==> config.mk <==
export PLATFORM = sky130hd
export DESIGN_NAME = pc_source_unit
export DESIGN_NICKNAME = d
export VERILOG_FILES = /design/src/rtl/pc_source_unit.sv
export SDC_FILE = /design/constraint.sdc
export NUM_CORES = 1
export LEC_CHECK = 0
export CAP_MARGIN = 15
export CORE_MARGIN = 2
export CORE_UTILIZATION = 28
export DETAILED_ROUTE_END_ITERATION = 16
export GPL_ROUTABILITY_DRIVEN = 0
export GPL_TIMING_DRIVEN = 0
export PLACE_DENSITY = 0.59
export SYNTH_ARGS = -nofsm -noshare
export SYNTH_HDL_FRONTEND = slang
export SYNTH_SLANG_ARGS = --single-unit
==> constraint.sdc <==
create_clock -name clk -period 2.3 [get_ports clk]
set_input_delay 0.46 -clock clk [delete_from_list [all_inputs] [get_ports clk]]
set_output_delay 0.46 -clock clk [all_outputs]
set_load 0.01 [all_outputs]
==> src/rtl/pc_source_unit.sv <==
// pc_source_unit
//   Next-PC selection and PC register for the multicycle datapath.
//   Picks one of N_SRC candidate addresses with a binary selector and
//   loads it into the PC on an unconditional or branch-qualified write.
//   Loads of a misaligned address, and external exception requests, divert
//   the PC to EXC_VEC. The PC of the faulting step is saved in epc_out and
//   the reason in cause. The unit stays in TRAP until the handler
//   acknowledges. It also keeps a saturating count of taken redirects.
//
// Ports
//   clk            rising-edge clock
//   reset          asynchronous active-low reset
//   selector       candidate index; candidate k = data_in[k*WIDTH +: WIDTH]
//   data_in        flattened candidates; index 0 is the PC+4 path
//   pc_write       unconditional PC load
//   pc_write_cond  conditional PC load, qualified by cond
//   cond           branch condition
//   exc_req        external exception request
//   exc_ack        handler acknowledge, leaves TRAP
//   pc_out         current PC
//   epc_out        PC captured at trap entry
//   cause          bit0 = external request, bit1 = misaligned target
//   exc_pending    high while in TRAP
//   sel_err        one-cycle pulse after a load with an out-of-range selector
//   redirect_cnt   saturating count of taken loads with selector != 0
module pc_source_unit #(
  parameter int                 WIDTH       = 32,
  parameter int                 N_SRC       = 5,
  parameter int                 SEL_W       = 3,
  parameter logic [WIDTH-1:0]   RESET_VEC   = '0,
  parameter logic [WIDTH-1:0]   EXC_VEC     = WIDTH'(32'h0000_00FC),
  parameter bit                 ALIGN_CHECK = 1'b1,
  parameter int                 CNT_W       = 16
) (
  input  logic                   clk,
  input  logic                   reset,
  input  logic [SEL_W-1:0]       selector,
  input  logic [N_SRC*WIDTH-1:0] data_in,
  input  logic                   pc_write,
  input  logic                   pc_write_cond,
  input  logic                   cond,
  input  logic                   exc_req,
  input  logic                   exc_ack,
  output logic [WIDTH-1:0]       pc_out,
  output logic [WIDTH-1:0]       epc_out,
  output logic [1:0]             cause,
  output logic                   exc_pending,
  output logic                   sel_err,
  output logic [CNT_W-1:0]       redirect_cnt
);

  typedef enum logic {
    RUN  = 1'b0,
    TRAP = 1'b1
  } state_t;

  state_t state;

  // Unpacked view of the flattened candidate bus.
  logic [WIDTH-1:0] slices [N_SRC];

  for (genvar gi = 0; gi < N_SRC; gi++) begin : g_slice
    assign slices[gi] = data_in[gi*WIDTH +: WIDTH];
  end

  logic             in_range;
  logic [WIDTH-1:0] next_pc;
  logic             load;
  logic             misalign;
  logic             trap_entry;

  assign in_range = (int'(selector) < N_SRC);

  // Out-of-range selectors fall back to the PC+4 path (slice 0).
  always_comb begin
    next_pc = slices[0];
    for (int k = 1; k < N_SRC; k++) begin
      if (int'(selector) == k) begin
        next_pc = slices[k];
      end
    end
  end

  // pc_write dominates, so both write strobes high acts as an unconditional load.
  assign load       = pc_write | (pc_write_cond & cond);
  assign misalign   = ALIGN_CHECK && load && (next_pc[1:0] != 2'b00);
  assign trap_entry = exc_req | misalign;

  always_ff @(posedge clk or negedge reset) begin
    if (!reset) begin
      state        <= RUN;
      pc_out       <= RESET_VEC;
      epc_out      <= '0;
      cause        <= 2'b00;
      exc_pending  <= 1'b0;
      sel_err      <= 1'b0;
      redirect_cnt <= '0;
    end else begin
      case (state)
        RUN: begin
          sel_err <= load & ~in_range;
          if (trap_entry) begin
            // Save the PC of the faulting step; the bad target is never loaded.
            epc_out     <= pc_out;
            cause       <= {misalign, exc_req};
            pc_out      <= EXC_VEC;
            exc_pending <= 1'b1;
            state       <= TRAP;
          end else if (load) begin
            pc_out <= next_pc;
            if ((selector != '0) && (redirect_cnt != {CNT_W{1'b1}})) begin
              redirect_cnt <= redirect_cnt + 1'b1;
            end
          end
        end
        TRAP: begin
          // Loads, requests and selector are dropped here, not queued.
          sel_err <= 1'b0;
          if (exc_ack) begin
            exc_pending <= 1'b0;
            state       <= RUN;
          end
        end
        default: begin
          state       <= RUN;
          exc_pending <= 1'b0;
          sel_err     <= 1'b0;
        end
      endcase
    end
  end

endmodule

# Word-level counts from Yosys, hierarchy flattened
# Cells that the tools add are included.
dict set report word_totals {
  register_bits 85
  inputBits 170
  output_inout_bits 84
  elab_cells 45
}
dict set report classes {
  add_sub_neg 1
  n_lt_le_gt_ge 1
  eq_ne 7
  mux 13
  bitwise_logic 7
  n_reduce_logical 9
}
# operator n
set ops {}
lappend ops {{$mux W32} 6}
lappend ops {{$add A16 B1 Y16 const B} 1}
lappend ops {{$ne A16 B16 Y1 const B} 1}
lappend ops {{$eq A3 B3 Y1 const B} 3}
lappend ops {{$pmux W1 S2} 3}
lappend ops {{$reduce_and A2 Y1} 3}
lappend ops {{$mux W1} 4}
lappend ops {{$ne A2 B2 Y1 const B} 2}
lappend ops {{$reduce_and A4 Y1} 1}
lappend ops {{$reduce_bool A2 Y1} 2}
lappend ops {{$eq A3 B2 Y1 const B} 1}
lappend ops {{$lt A3 B3 Y1 const B} 1}
lappend ops {{$not A1 Y1} 3}
lappend ops {{$reduce_bool A3 Y1} 1}
lappend ops {{$and A1 B1 Y1} 2}
lappend ops {{$logic_and A1 B1 Y1} 2}
lappend ops {{$or A1 B1 Y1} 2}

# Longest topological paths before layout
dict set report logic_depth {
  depth_word 10
  ltp_mapped 8
  mapped_depth_nobuf 5
}

# Worst setup path before layout
# Ideal clock, no wire load.
dict set report synth_timing {
  path_type {in2reg}
  start {input selector[0]}
  end {register epc_out[0]}
  setup_ns 0.125
  arrival_time_ns 1.988
  required_ns 2.175
  setup_slack_ns 0.187
  path_stages 7
  n_path_buf 2
  path_cell_list {buf_4 -> or3b_4 -> nor2_4 -> nor2_1 -> a21oi_4 -> buf_6 -> mux2_4}
}
dict set report synth_via {
  elab_chain_len 9
  elab_cells_between_ends 12
  classes_between {4 x eq/ne; 4 x mux; 1 x bitwise; 3 x reduce/logical}
}
# item line
set synth_lines {}
lappend synth_lines {{start, declared} 37} ;# input logic [SEL_W-1:0] selector,
lappend synth_lines {{$eq A3 B2 Y1} 78} ;# if (int'(selector) == k) begin
lappend synth_lines {{$mux W32 (3 in a row)} 78}
lappend synth_lines {{$mux W32 *} 78}
lappend synth_lines {{$reduce_bool A2 Y1 *} 86} ;# assign misalign = ALIGN_CHECK && load && (next_pc[1:0] != 2'b00);
lappend synth_lines {{$logic_and A1 B1 Y1 *} 86}
lappend synth_lines {{$or A1 B1 Y1 *} 87} ;# assign trap_entry = exc_req | misalign;
lappend synth_lines {{$reduce_and A2 Y1 (no source line) *} n/a}
lappend synth_lines {{end signal, assigned} 104} ;# epc_out <= pc_out;
lappend synth_lines {{end, declared} 45} ;# output logic [WIDTH-1:0] epc_out,
# Every way passes the cells marked *; elsewhere a longest branch is shown, timed or not.
# A chain may end at the register's enable or synchronous reset.

# Worst setup path after layout
dict set report layout_timing {
  start {input selector[1]}
  end {register epc_out[22]}
}
# The elaborated chain is that of the path after synthesis.

==> metrics.txt <==
status completed; Distinct cells, synth 46; initial core utilization 0.285; measured slew at the worst slew-check pin approximately 0.68 ns; Yosys top cell area share 0.417; worst path bufs/invs 3; Worst slew margin 0.548; Layout fillers around 1700; Pleak approximately 3.3 nW; post-detailed-route count of antenna-violating nets 0; CTS Root Cell clkbuf_16; first-pass GRT wire length about 33000 um; CTS buffer count 9; Routed WL between 20000 and 25000 um; HP Class primary input to async pin; Max Clk Rate 442 MHz; crit path capture type flip-flop; vias in the first global route about 5700; Psw roughly 1.9 mW; worst path arrival time around 2.5 ns; Yosys reg bits 85; fraction of layout cells with a size suffix above 1 0.157; cell with the most instances after synthesis dfrtp_1; post-synth design cell area 5100 um^2; cell taking the most area after synthesis dfrtp_1; Nets 905; R2R Path Start state; Final Hold Vio Count 0; Req. time, crit path between 2 and 3 ns; Primary FF master, synth dfrtp_1; Post-synth EDFFs 0; post-layout util 0.468; Die H roughly 140 um; Tcrit/Tclk final 0.983; Worst Path Max Fanout 10; IO Pins ~250; power share of the sequential group 0.340; CP Cell Sequence clkdlybuf4s50_1, or3b_4, nor2_4, nor2_1, a21oi_4, buf_12, buf_8, mux2_4; Comb pwr share 0.401; post-synthesis cell count 467; First DRT Iteration DRCs 307; ys async rst share 1.00; Setup TNS 0 ns; clock sink total 85; Pwr Density about 730 nW/um^2; via count 5356; Ant. Diodes 0; Setup Skew 0.00610 ns; Overflow after GRT 0; Max stage delay on crit path between 0.4 and 0.5 ns; Routed wire per std cell 22.3 um; TritonCTS clock tree done; Die Area ~19000 um^2; CP Launch Type primary input; H-tree levels 3; # DRC 0; number of detailed-route iterations in the first pass 5; Max Cap Violations 0; synth top area cells dfrtp_1 42%, a221oi_1 10%, mux2_4 8.8%; Final Max Slew Viols 0; worst r2r dst epc_out[22]; sequential cell area fraction in the yosys report 0.417; slowest CP cell clkdlybuf4s50_1; clk buf depth 2; Pwr Total 6.11 mW; Mean Syn Cell Area 10.9 um^2; largest net degree at the start of global routing between 50 and 60; WS Path Type primary input to flip-flop; number of I/O port buffers ~250; unrepaired setup endpoints after global routing true; Crit path max-delay family buffers and inverters; worst vdd ir around 0.37 mV; HPWL Detailed roughly 16000 um; Die X about 140 um; core area 17900 um^2; Synth top cells by count 85 x dfrtp_1, 58 x a221oi_1; initial antenna violation count 0; clk slew on worst S/H paths ~0.06 ns; GR Util All Layers 0.220; vias per inst between 5 and 6; reg2reg path depth 7; Area Overhead vs Synth 64.3%; switch share 0.313; P_int between 4 and 5 mW; post-synth net total ~640; hold slack between 0.06 and 0.07 ns; Critical Path Source selector[1]; Yosys warning count 0; Clock Power Share 0.259; fin crit period 2.26 ns; R2R Setup Slk around 0.29 ns; later-pin clock latency in the skew report 0.34 ns; row cnt 49; final setup fails 0
how the worst max path moves through the flow:
stage / end / cells after the start
finish: epc_out[22] / 8
global route: redirect_cnt[10] / 7
CTS: epc_out[22] / 9
detailed placement: pc_out[17] / 8
global placement: epc_out[21] / 1
floorplan: epc_out[0] / 7
cells by family after synthesis:
group                    count (synthesis)  share of synthesized area
AND/OR/NAND/NOR                         88                     0.0912
XOR/XNOR                                15                     0.0258
multiplexers                            63                      0.161
buffers and inverters                   48                     0.0437
AO/OA/AOI/OAI                          167                      0.259
flip-flops                              85                      0.417
adder cells (fa/ha/maj)                  1                    0.00245
state kept, by name (all words and copies together), names as in the netlist:
name and flops:
state 1, cause 2, epc_out 32, sel_err 1, exc_pending 1, redirect_cnt 16, pc_out 32
metal layers:
| metal | vias to the layer above | track usage | share of wire |
|---|---|---|---|
| li1 | 2402 | - | - |
| met2 | 260 | 0.375 | 0.49 |
| met3 | 32 | 0.0466 | 0.068 |
| met1 | 2662 | 0.281 | 0.42 |
| met4 | 0 | 0.0654 | 0.018 |
| met5 | - | 0 | 0 |
cell type report:
cell class | instances | area, um^2 | share of cell area
multi-input cells | 334 | 2810 | 0.336
repair buffers | 257 | 2590 | 0.309
flip-flops and latches | 85 | 2130 | 0.254
well taps | 229 | 287 | 0.0342
clock buffers | 10 | 229 | 0.0273
plain buffers | 42 | 228 | 0.0272
clock inverters | 5 | 86.3 | 0.0103
inverters | 5 | 21.3 | 0.00254
layout by cell type, fill, tap and decap left out, drive strengths merged:
master,netlist,final
a2111oi,1,1
a21o,1,1
a21oi,5,5
a221oi,58,58
a22o,1,1
a22oi,30,30
a31oi,2,2
and2,5,5
and3,8,8
and4,2,2
buf,14,20
bufinv,0,2
clkbuf,29,39
clkdlybuf4s50,0,250
clkinv,0,3
dfrtp,85,85
ha,1,1
inv,5,5
mux2,62,62
mux2i,1,1
nand2,30,30
nand2b,5,5
nand3,9,9
nand4,9,9
nor2,12,12
nor2b,2,2
nor3,2,2
nor4,1,1
nor4b,1,1
o21ai,29,29
o221ai,3,3
o22a,30,30
o22ai,5,5
o31ai,1,1
o41a,1,1
or3b,1,1
or4,1,1
xnor2,14,14
xor2,1,1
stage by stage:
stage               instance area [um^2]  setup slack, ns  instances
global placement                    7900            -2.45        947
floorplan                           5100            0.187        467
detailed placement                  7930           -0.679        948
finish                              8380           0.0384        967
CTS                                 8310          0.00677        965
global route                        8380          -0.0138        967
repair_timing:
| item | CTS | global route |
|---|---|---|
| cloned | 0 | 0 |
| gates resized for setup | 12 | 16 |
| setup buffers | 2 | 3 |
| setup endpoints to repair | 73 | 75 |
| pin swaps | 3 | 4 |
| hold buffers | 0 | 0 |
power groups by stage:
stage | Clock, mW | Combinational, mW | Sequential [mW]
after floorplan | 0 | 0.942 | 2.21
after global placement | 0 | 2.35 | 2.09
after detailed placement | 0 | 2.38 | 2.10
after CTS | 1.62 | 2.45 | 2.08
after global routing | 1.69 | 2.61 | 2.13
final | 1.58 | 2.45 | 2.08
Power figures use the tool's default switching activity.
